[src/rtl/timer_reg_pkg.sv]
`default_nettype none
// ============================================================================
// Module      : timer_reg_pkg
// Description : Shared constants and types for the timer register block:
//               per-channel register offsets, CTRL bit positions, counter
//               "done" encoding and the per-channel start FSM states.
// Revision    : 1.0 - initial release
// ============================================================================
package timer_reg_pkg;

    // Register offsets inside one channel's 8-byte window
    localparam logic [2:0] c_off_ctrl      = 3'd0;
    localparam logic [2:0] c_off_int       = 3'd1;
    localparam logic [2:0] c_off_cnt_con   = 3'd2;
    localparam logic [2:0] c_off_load_addr = 3'd3;
    localparam logic [2:0] c_off_load_val  = 3'd4;
    localparam logic [2:0] c_off_count_val = 3'd5;
    localparam logic [2:0] c_off_state     = 3'd6;
    localparam logic [2:0] c_off_rsvd      = 3'd7;

    // CTRL write bit positions
    localparam int c_ctrl_start = 0;
    localparam int c_ctrl_ar    = 1;
    localparam int c_ctrl_ie    = 2;
    localparam int c_ctrl_stop  = 3;

    // Counter state value that, together with a zero count, marks completion
    localparam logic [1:0] c_cnt_done = 2'b10;

    // Per-channel start sequencer
    typedef enum logic [1:0] {
        ST_IDLE   = 2'd0,
        ST_REQ    = 2'd1,
        ST_BUSY   = 2'd2,
        ST_RELOAD = 2'd3
    } ch_state_e;

endpackage
`default_nettype wire

[src/rtl/timer_reg_ch.sv]
`default_nettype none
// ============================================================================
// Module      : timer_reg_ch
// Description : One timer channel: CTRL (AR/IE), CNT_CON, LOAD_ADDRESS
//               registers, start/reload sequencer and interrupt pending
//               flag with write-1-to-clear.
// Revision    : 1.0 - initial release
// ============================================================================
module timer_reg_ch
    import timer_reg_pkg::*;
#(
    parameter int DW = 8
) (
    input  logic          clk,
    input  logic          reset_n,
    input  logic          i_ctrl_we,
    input  logic          i_ctrl_ar,
    input  logic          i_ctrl_ie,
    input  logic          i_start,
    input  logic          i_stop,
    input  logic          i_int_clr,
    input  logic          i_cnt_con_we,
    input  logic          i_cnt_con_bit,
    input  logic          i_load_addr_we,
    input  logic [DW-1:0] i_load_addr,
    input  logic [2:0]    i_master_state,
    input  logic [1:0]    i_counter_state,
    input  logic [DW-1:0] i_count_value,
    output logic          o_read_req,
    output logic          o_int_clear,
    output logic          o_irq,
    output logic          o_pending,
    output logic          o_ar,
    output logic          o_ie,
    output logic          o_cnt_con,
    output logic [DW-1:0] o_load_addr
);

    ch_state_e     r_state_q, w_state_d;
    logic          r_ar_q, w_ar_d;
    logic          r_ie_q, w_ie_d;
    logic          r_cnt_con_q, w_cnt_con_d;
    logic [DW-1:0] r_load_addr_q, w_load_addr_d;
    logic          r_pending_q, w_pending_d;
    logic          r_int_clear_q, w_int_clear_d;
    logic          r_done_q, w_done_d;

    logic          w_idle;
    logic          w_done_evt;

    assign w_idle     = (i_master_state == 3'd0) && (i_counter_state == 2'd0);
    assign w_done_d   = (i_counter_state == c_cnt_done) && (i_count_value == '0);
    assign w_done_evt = w_done_d && !r_done_q;

    // Start sequencer next state; STOP overrides everything except IDLE
    always_comb begin
        w_state_d = r_state_q;
        case (r_state_q)
            ST_IDLE: begin
                if (i_start && !i_stop && w_idle) w_state_d = ST_REQ;
            end
            ST_REQ: begin
                w_state_d = i_stop ? ST_IDLE : ST_BUSY;
            end
            ST_BUSY: begin
                if (i_stop)          w_state_d = ST_IDLE;
                else if (w_done_evt) w_state_d = r_ar_q ? ST_RELOAD : ST_IDLE;
            end
            ST_RELOAD: begin
                if (i_stop)      w_state_d = ST_IDLE;
                else if (w_idle) w_state_d = ST_REQ;
            end
            default: w_state_d = ST_IDLE;
        endcase
    end

    // Register fields and interrupt pending; a new done event beats a clear
    always_comb begin
        w_ar_d        = r_ar_q;
        w_ie_d        = r_ie_q;
        w_cnt_con_d   = r_cnt_con_q;
        w_load_addr_d = r_load_addr_q;
        if (i_ctrl_we) begin
            w_ar_d = i_ctrl_ar;
            w_ie_d = i_ctrl_ie;
        end
        if (i_cnt_con_we)   w_cnt_con_d   = i_cnt_con_bit;
        if (i_load_addr_we) w_load_addr_d = i_load_addr;
        w_pending_d   = w_done_evt || (r_pending_q && !i_int_clr);
        w_int_clear_d = i_int_clr && r_pending_q;
    end

    // State registers with synchronous active-low reset
    always_ff @(posedge clk) begin
        if (!reset_n) begin
            r_state_q     <= ST_IDLE;
            r_ar_q        <= 1'b0;
            r_ie_q        <= 1'b0;
            r_cnt_con_q   <= 1'b0;
            r_load_addr_q <= '0;
            r_pending_q   <= 1'b0;
            r_int_clear_q <= 1'b0;
            r_done_q      <= 1'b0;
        end else begin
            r_state_q     <= w_state_d;
            r_ar_q        <= w_ar_d;
            r_ie_q        <= w_ie_d;
            r_cnt_con_q   <= w_cnt_con_d;
            r_load_addr_q <= w_load_addr_d;
            r_pending_q   <= w_pending_d;
            r_int_clear_q <= w_int_clear_d;
            r_done_q      <= w_done_d;
        end
    end

    assign o_read_req  = (r_state_q == ST_REQ);
    assign o_int_clear = r_int_clear_q;
    assign o_irq       = r_pending_q && r_ie_q;
    assign o_pending   = r_pending_q;
    assign o_ar        = r_ar_q;
    assign o_ie        = r_ie_q;
    assign o_cnt_con   = r_cnt_con_q;
    assign o_load_addr = r_load_addr_q;

endmodule
`default_nettype wire

[src/rtl/timer_reg_nch.sv]
`default_nettype none
// ============================================================================
// Module      : timer_reg_nch
// Description : Bus-slave register block for NUM_CH timer channels. Decodes
//               the slave bus into per-channel windows plus one GLOBAL
//               register (IRQ summary / multi-channel start) and returns
//               registered read data.
// Revision    : 1.0 - initial release
// ============================================================================
module timer_reg_nch
    import timer_reg_pkg::*;
#(
    parameter int          NUM_CH    = 2,
    parameter int          DW        = 8,
    parameter logic [7:0]  BASE_ADDR = 8'h20
) (
    input  logic                 clk,
    input  logic                 reset_n,
    input  logic                 S_sel,
    input  logic [7:0]           S_address,
    input  logic                 S_wr,
    input  logic [DW-1:0]        S_din,
    input  logic [3*NUM_CH-1:0]  NEXT_master_state,
    input  logic [2*NUM_CH-1:0]  NEXT_counter_state,
    input  logic [DW*NUM_CH-1:0] NEXT_LOAD_VALUE,
    input  logic [DW*NUM_CH-1:0] NEXT_COUNT_VALUE,
    output logic [DW-1:0]        S_dout,
    output logic [NUM_CH-1:0]    read_req,
    output logic [DW*NUM_CH-1:0] LOAD_ADDRESS,
    output logic [NUM_CH-1:0]    CNT_CON,
    output logic [NUM_CH-1:0]    int_clear,
    output logic [NUM_CH-1:0]    irq_vec,
    output logic                 interrupt
);

    // Offset of the GLOBAL register relative to BASE_ADDR
    localparam logic [8:0] c_glob_rel = 9'(8 * NUM_CH);

    logic [8:0]        w_rel;
    logic              w_hit;
    logic              w_global;
    logic [4:0]        w_idx;
    logic [2:0]        w_off;
    logic [NUM_CH-1:0] w_pending;
    logic [NUM_CH-1:0] w_ar;
    logic [NUM_CH-1:0] w_ie;
    logic [DW-1:0]     w_s_dout_d;
    logic [DW-1:0]     r_s_dout_q;

    // Addresses below BASE_ADDR borrow into bit 8 and fall outside the window
    assign w_rel    = {1'b0, S_address} - {1'b0, BASE_ADDR};
    assign w_hit    = S_sel && (w_rel <= c_glob_rel);
    assign w_global = w_hit && (w_rel == c_glob_rel);
    assign w_idx    = w_rel[7:3];
    assign w_off    = w_rel[2:0];

    for (genvar c = 0; c < NUM_CH; c++) begin : g_ch
        logic w_wr;
        logic w_ctrl_we;
        logic w_start;

        assign w_wr      = w_hit && !w_global && S_wr && (w_idx == 5'(c));
        assign w_ctrl_we = w_wr && (w_off == c_off_ctrl);
        assign w_start   = (w_ctrl_we && S_din[c_ctrl_start])
                        || (w_global && S_wr && S_din[c]);

        timer_reg_ch #(
            .DW (DW)
        ) u_ch (
            .clk             (clk),
            .reset_n         (reset_n),
            .i_ctrl_we       (w_ctrl_we),
            .i_ctrl_ar       (S_din[c_ctrl_ar]),
            .i_ctrl_ie       (S_din[c_ctrl_ie]),
            .i_start         (w_start),
            .i_stop          (w_ctrl_we && S_din[c_ctrl_stop]),
            .i_int_clr       (w_wr && (w_off == c_off_int) && S_din[0]),
            .i_cnt_con_we    (w_wr && (w_off == c_off_cnt_con)),
            .i_cnt_con_bit   (S_din[0]),
            .i_load_addr_we  (w_wr && (w_off == c_off_load_addr)),
            .i_load_addr     (S_din),
            .i_master_state  (NEXT_master_state[3*c +: 3]),
            .i_counter_state (NEXT_counter_state[2*c +: 2]),
            .i_count_value   (NEXT_COUNT_VALUE[DW*c +: DW]),
            .o_read_req      (read_req[c]),
            .o_int_clear     (int_clear[c]),
            .o_irq           (irq_vec[c]),
            .o_pending       (w_pending[c]),
            .o_ar            (w_ar[c]),
            .o_ie            (w_ie[c]),
            .o_cnt_con       (CNT_CON[c]),
            .o_load_addr     (LOAD_ADDRESS[DW*c +: DW])
        );
    end

    // Read mux: returns pre-update register values and live channel inputs
    always_comb begin
        w_s_dout_d = '0;
        if (w_hit && !S_wr) begin
            if (w_global) begin
                w_s_dout_d = DW'(irq_vec);
            end else begin
                for (int c = 0; c < NUM_CH; c++) begin
                    if (w_idx == 5'(c)) begin
                        case (w_off)
                            c_off_ctrl:      w_s_dout_d = DW'({w_ie[c], w_ar[c], 1'b0});
                            c_off_int:       w_s_dout_d = DW'(w_pending[c]);
                            c_off_cnt_con:   w_s_dout_d = DW'(CNT_CON[c]);
                            c_off_load_addr: w_s_dout_d = LOAD_ADDRESS[DW*c +: DW];
                            c_off_load_val:  w_s_dout_d = NEXT_LOAD_VALUE[DW*c +: DW];
                            c_off_count_val: w_s_dout_d = NEXT_COUNT_VALUE[DW*c +: DW];
                            c_off_state:     w_s_dout_d = DW'({NEXT_master_state[3*c +: 3],
                                                               NEXT_counter_state[2*c +: 2]});
                            c_off_rsvd:      w_s_dout_d = '0;
                            default:         w_s_dout_d = '0;
                        endcase
                    end
                end
            end
        end
    end

    // Registered read data; zero after any cycle that is not a mapped read
    always_ff @(posedge clk) begin
        if (!reset_n) r_s_dout_q <= '0;
        else          r_s_dout_q <= w_s_dout_d;
    end

    assign S_dout    = r_s_dout_q;
    assign interrupt = |irq_vec;

endmodule
`default_nettype wire
[config.mk]
export PLATFORM = sky130hd
export DESIGN_NAME = timer_reg_nch
export DESIGN_NICKNAME = d
export VERILOG_FILES = /design/src/rtl/timer_reg_pkg.sv /design/src/rtl/timer_reg_ch.sv /design/src/rtl/timer_reg_nch.sv
export SDC_FILE = /design/constraint.sdc
export NUM_CORES = 1
export LEC_CHECK = 0
export BUFFER_PORTS_ARGS = -buffer_cell sky130_fd_sc_hd__buf_2
export CELL_PAD_IN_SITES_DETAIL_PLACEMENT = 1
export CELL_PAD_IN_SITES_GLOBAL_PLACEMENT = 1
export CORE_MARGIN = 3
export CORE_UTILIZATION = 36
export CTS_CLUSTER_SIZE = 40
export DETAILED_ROUTE_END_ITERATION = 12
export PLACE_DENSITY = 0.78
export SYNTH_ARGS = -nofsm -noshare
export SYNTH_HDL_FRONTEND = slang
export SYNTH_SLANG_ARGS = --single-unit
export TNS_END_PERCENT = 10
[constraint.sdc]
create_clock -name clk -period 2.5 [get_ports clk]
set_input_delay 0.75 -clock clk [delete_from_list [all_inputs] [get_ports clk]]
set_output_delay 0.75 -clock clk [all_outputs]
set_load 0.02 [all_outputs]
==> run_results.csv, run 1 <==
group,metric,value,unit
clock_tree,cts_buffer_depth,2,
synthesis,synth_ff_type,"dfxtp_1",
clock_tree,cts_tree,"yes",
timing,hold_viol_final,0,
routing,via_per_inst,5.396,
cells_and_area,drive_gt1_frac,0.3213,
synthesis,synth.yosys.warnings,0,
timing,period_share,0.8781,
routing,vias,2617,
floorplanning,die-area,8151,um2
cells_and_area,final_util,0.4614,
synthesis,synth_top_area_share,0.3131,
global_route,grt_pass1_wl,14.27,mm
timing,rsz0062_at_grt,"no",
clock_tree,cts_setup_buffers,0,
clock_tree,cts_resized,0,
min_path,min_path_type,"flip-flop to flip-flop",
critical_path,r2r_end,"S_dout[0]",
floorplanning,ios,95,
synthesis,synth_top_area_cell,"dfxtp_1",
routing,postRouteAntennaNets,0,
clock_tree,clkLatencyLatePin,0.30,ns
pwr,power,1.311,mW
timing,worst_slack,0.3048,ns
routing,wl_per_cell,18.19,um
critical_path,r2r_start,"g_ch[1].u_ch.o_pending",
critical_path,critical_path_class,"primary input to flip-flop",
place,placed_area,3063,um2
timing,clock.fmax,455.5,MHz
synthesis,synthDistinctLibCells,51,
critical_path,worstPathCellList,"buf_2, inv_1, ha_1, or2_1, o21ai_4, and2_1, nand4_4, a211oi_1",
timing,drv_slew,0,
place,dp_hpwl,7.248,mm
clock_tree,cts_buffers,5,
critical_path,rrSetupSlack,1.27,ns
pwr,p_leak,1.348,nW
run,drv_cap,0,
global_route,grt_max_degree,22,
cells_and_area,instances_no_fill,485,
critical_path,cp_slowest_cell,"and2_1",
synthesis,synth_area,2557,um2
clock_tree,path_clk_slew,0.08,ns
place,gp_congestion,0.9018,
synthesis,syn_avg_cell_area,8.497,um2
synthesis,synthXorXnorAreaFrac,0.006360,
floorplanning,std_cell_rows,30,
floorplanning,start_util,0.3744,
floorplanning,core_area,6832,um2
global_route,grt_pass1_vias,2753,
routing,first_iter_violations,156,
synthesis,ys_seq_area_frac,0.3131,
cells_and_area,fillers,897,
critical_path,crit_path_start_kind,"primary input",
critical_path,cp.required,2.71,ns
synthesis,synth_fp_nets,365,
synthesis,synth_top_family_by_area,"simple AND/OR/NAND/NOR gates",
timing,finClkSkew,0.005528,ns
floorplanning,die_x,90.29,um
cells_and_area,diodes,0,
clock_tree,cts_num_sinks,40,
timing,fin_tns_setup,0,ns
min_path,worstHoldPathCells,2,
synthesis,synthMuxAreaShare,0.1370,
clock_tree,h-tree-depth,2,
critical_path,worstPathArrival,2.41,ns
critical_path,slowest_delay,0.37,ns
global_route,grt_overflow,0,
global_route,grt_util_all_layers,0.2176,
place,dp_slack,-0.002202,ns
routing,drt-total-wl,8.821,mm
global_route,antenna_found_initial,0,
pwr,max-vdd-ir-drop,0.2052,mV
clock_tree,root_buffer,"clkbuf_8",
timing,maxSlewHeadroom,0.6967,
synthesis,postSynth.asyncResetShare,0,
timing,setup_viol,0,
routing,drc_errors,0,
run_status,status,"completed",
synthesis,synth_seq_cells,40,
clock_tree,cts_hold_buf,0,
min_path,min_from,"g_ch[0].u_ch.o_load_addr[1]",
timing,worst_pin_slew,0.4486,ns
timing,period_needed,2.195,ns
synthesis,synth_compound_area_frac,0.1673,
timing,whs,0.4883,ns
min_path,min_to,"g_ch[0].u_ch.o_load_addr[1]",
cells_and_area,final_nets,452,
critical_path,cp_max_fo,7,
critical_path,cp-end-kind,"flip-flop",
place,dp.cells,477,
synthesis,yosys-top-cells-area,"dfxtp_1 (31%), mux2i_1 (14%), nand2_1 (5.9%)",
place,portBuffers,94,
pwr,powerDensity,416.1,nW/um2
critical_path,r2r_cells,5,
synthesis,synthAdderAreaFrac,0.009785,
synthesis,synth_edf_count,0,
synthesis,synthCells,301,
routing,firstDrtPassIters,4,
floorplanning,die_height,90.29,um
cells_and_area,syn2layout_area_growth,23.24,%
cells_and_area,design_area,3152,um2
synthesis,synthSimpleGateAreaFrac,0.2862,
[state kept, by name, indices dropped and copies added (netlist names)]
signal and flops:
g_ch.u_ch.o_ie 2, g_ch.u_ch.r_done_q 2, g_ch.u_ch.o_load_addr 16, g_ch.u_ch.o_int_clear 2, g_ch.u_ch.r_state_q 4, g_ch.u_ch.o_cnt_con 2
g_ch.u_ch.o_ar 2, S_dout 8, g_ch.u_ch.o_pending 2
[cell type report]
| type | count | area [um2] | share of cell area |
|---|---|---|---|
| Inverter | 12 | 45.04 | 0.01429 |
| Multi-Input combinational cell | 225 | 1551 | 0.4923 |
| Timing Repair Buffer | 104 | 545.5 | 0.1731 |
| Clock buffer | 6 | 72.57 | 0.02303 |
| Sequential cell | 40 | 800.8 | 0.2541 |
| Tap cell | 96 | 120.1 | 0.03811 |
| Clock inverter | 2 | 16.27 | 0.005161 |
[layout by cell type (no fill, tap or decap), types with 3 or more instances in the layout]
cell / n
o31ai_1: 3
buf_2: 94
nor2_1: 28
nand4_4: 3
a221o_1: 3
nand2b_1: 3
o211ai_1: 6
and2_1: 5
nor4_1: 3
clkbuf_8: 5
nand4b_1: 3
nor2b_1: 7
or3_1: 3
a211oi_1: 6
o21ai_0: 8
nand3_1: 12
o2bb2ai_1: 4
a22oi_1: 4
nand2_1: 40
buf_4: 10
nand4_1: 5
dfxtp_1: 40
inv_1: 11
a21oi_1: 11
mux2i_1: 35
[per-layer routing]
metal,wire length [um],GRT usage,part of all wire
met1,3877,0.2669,0.44
met2,4356,0.3821,0.49
met3,382,0.04333,0.043
met4,205,0.06760,0.023
met5,0,0,0
[power by group]
| group | switching (mW) | internal [mW] |
|---|---|---|
| logic | 0.136 | 0.0914 |
| clock network | 0.248 | 0.199 |
| registers | 0.000196 | 0.637 |
| total | 0.385 | 0.927 |
[worst max-delay path: cells and delay by family]
kind	cells	cell delay (ns)
adders and majority gates	1	0.24
AOI/OAI and AO/OA	2	0.43
buffers and inverters	2	0.15
and+or+nand+nor	3	0.82
[cell families after synthesis]
| family | after synthesis |
|---|---|
| AND/OR/NAND/NOR | 128 |
| buffers and inverters | 36 |
| adder cells (fa/ha/maj) | 2 |
| AO/OA/AOI/OAI | 59 |
| multiplexers | 35 |
| flip-flops | 40 |
| XOR/XNOR | 1 |
[how the worst max path moves through the flow]
stage / start / endpoint / slack (ns) / cells past startpoint
2_1_floorplan: S_address[5] / g_ch[1].u_ch.o_load_addr[0] / 0.39 / 7
3_3_place_gp: S_address[5] / S_dout[1] / 0.10 / 8
3_5_place_dp: S_address[5] / g_ch[1].u_ch.o_load_addr[5] / -0.002 / 8
4_1_cts: S_address[5] / S_dout[6] / 0.31 / 8
5_1_grt: S_address[5] / S_dout[2] / 0.21 / 8
6_report: S_address[5] / S_dout[6] / 0.30 / 8
[synthesized netlist by cell type, types with 2 or more instances]
master     number
buf_4          10
inv_1          11
o2111ai_1       2
ha_1            2
nand4_4         3
o211ai_1        6
a221oi_1        2
nor4_1          3
clkbuf_1        3
nor2_2          2
a221o_1         3
nand4_1         5
nor4b_1         2
nor2b_1         7
buf_2           8
nand2b_1        3
a22oi_1         4
a211oi_1        6
a21oi_1        11
nand2_1        40
or3_1           3
o22a_1          2
nand3_1        12
and2_1          5
nand4b_1        3
o31ai_1         3
buf_6           3
nor3_4          2
nand3b_1        2
nor2_1         28
nor2_8          2
o21ai_0         8
mux2i_1        35
o2bb2ai_1       4
dfxtp_1        40
No activity file was read; power rests on OpenSTA's default activity.
==> run 2: changes to the inputs <==
Settings changed: CTS_CLUSTER_DIAMETER from default to 150, PLACE_DENSITY 0.78 to default, PLACE_DENSITY_LB_ADDON from default to 0.3.
==> run_results.csv, run 2 (synthesis gave the netlist of run 1 again) <==
group,metric,value,unit
global_route,grt_util_all_layers,0.2194,
critical_path,worstPathArrival,2.39,ns
timing,drv_slew,0,
global_route,grt_max_degree,36,
cells_and_area,diodes,0,
cells_and_area,final_util,0.4615,
critical_path,cp_max_fo,7,
timing,period_needed,2.163,ns
timing,period_share,0.8654,
clock_tree,root_buffer,"clkbuf_8",
critical_path,cp.required,2.73,ns
floorplanning,die_height,90.29,um
critical_path,critical_path_class,"primary input to flip-flop",
critical_path,cp_top_family,"simple AND/OR/NAND/NOR gates",
place,dp_slack,-0.002658,ns
global_route,globalRouteMet1Util,0.2782,
cells_and_area,syn2layout_area_growth,23.29,%
clock_tree,path_clk_slew,0.08,ns
cells_and_area,fillers,888,
run_status,status,"completed",
routing,drt-total-wl,8.876,mm
global_route,grt.met3_usage,0.05250,
timing,worst_pin_slew,0.5429,ns
pwr,power,1.334,mW
routing,firstDrtPassIters,4,
critical_path,worstPathCellList,"buf_2, inv_1, ha_1, or2_1, o21ai_4, and2_1, o211ai_1, a31oi_1",
floorplanning,core_area,6832,um2
pwr,p_leak,1.345,nW
place,dp_hpwl,7.297,mm
global_route,gr-usage-met2,0.3796,
critical_path,crit_path_start_kind,"primary input",
cells_and_area,final_common_cell,"buf_2",
clock_tree,cts_resized,0,
place,portBuffers,94,
routing,vias,2612,
timing,worst_slack,0.3366,ns
min_path,min_path_type,"flip-flop to flip-flop",
cells_and_area,layout_common_cells,"buf_2 (94), dfxtp_1 (40), nand2_1 (40), mux2i_1 (35), nor2_1 (28)",
clock_tree,clkLatencyLatePin,0.30,ns
cells_and_area,instances_no_fill,484,
timing,rsz0062_at_grt,"no",
routing,wl_per_cell,18.34,um
timing,hold_viol_final,0,
clock_tree,cts_buffers,5,
timing,finClkSkew,0.002089,ns
place,gp_congestion,0.9041,
routing,postRouteAntennaNets,0,
pwr,max-vdd-ir-drop,0.2223,mV
run,drv_cap,0,
cells_and_area,design_area,3153,um2
floorplanning,std_cell_rows,30,
global_route,grt_overflow,0,
timing,setup_viol,0,
routing,first_iter_violations,147,
clock_tree,cts_tree,"yes",
timing,whs,0.4998,ns
place,dp.cells,476,
global_route,antenna_found_initial,0,
pwr,powerDensity,423.1,nW/um2
clock_tree,cts_setup_buffers,0,
global_route,grt_pass1_wl,14.39,mm
cells_and_area,drive_gt1_frac,0.3222,
critical_path,cp-end-kind,"flip-flop",
critical_path,cp_slowest_cell,"and2_1",
clock_tree,h-tree-depth,2,
timing,clock.fmax,462.2,MHz
timing,maxSlewHeadroom,0.6374,
global_route,grt_pass1_vias,2738,
global_route,top_usage_layer,"met2",
floorplanning,die-area,8151,um2
floorplanning,ios,95,
clock_tree,cts_hold_buf,0,
floorplanning,start_util,0.3744,
timing,fin_tns_setup,0,ns
critical_path,slowest_delay,0.35,ns
critical_path,crit_buf_inv,2,
clock_tree,cts_num_sinks,40,
routing,via_per_inst,5.397,
cells_and_area,largest_register_ffs,16,
clock_tree,cts_buffer_depth,2,
place,placed_area,3055,um2
floorplanning,die_x,90.29,um
routing,drc_errors,0,
cells_and_area,final_nets,451,
-- run 2: cell types whose count changed in the layout (fill, tap and decap cells not counted), sizes merged --
cell and change:
buf -1, clkinv -1, clkinvlp +1
-- run 2: power breakdown --
part	total, mW	switching [mW]	leakage (nW)	internal [mW]
Clock	0.470	0.247	0.0434	0.224
Combinational	0.227	0.137	0.980	0.0903
Sequential	0.637	0.000202	0.322	0.637
Total	1.33	0.384	1.34	0.950
-- run 2: tightest hold or removal path: cells and delay by family, from the launching register on --
| kind | cells | cell delay, ns |
|---|---|---|
| DFF | 1 | 0.33 |
| and+or+nand+nor | 1 | 0.07 |
| muxes | 1 | 0.06 |
-- run 2: worst paths after layout --
check	cells after the start	endpoint	start	slack [ns]
min reg2reg	2	g_ch[1].u_ch.o_load_addr[5]	g_ch[1].u_ch.o_load_addr[5]	0.50
max reg2reg	5	S_dout[0]	g_ch[1].u_ch.o_pending	1.26
min	2	g_ch[1].u_ch.o_load_addr[5]	g_ch[1].u_ch.o_load_addr[5]	0.50
max	8	S_dout[1]	S_address[5]	0.34
-- run 2: final cells by class --
cell class / instances / area (um2) / share of cell area
clock inverter: 2 / 15.01 / 0.004762
clock buffer: 6 / 82.58 / 0.02619
timing repair buffer: 103 / 538.0 / 0.1706
multi-input combinational: 225 / 1551 / 0.4921
inverter: 12 / 45.04 / 0.01429
sequential: 40 / 800.8 / 0.2540
tap: 96 / 120.1 / 0.03810
-- run 2: metal layers --
metal,routed length (um),up-vias
met2,4335,89
met5,0,-
met3,593,12
met4,102,0
li1,-,1249
met1,3844,1262
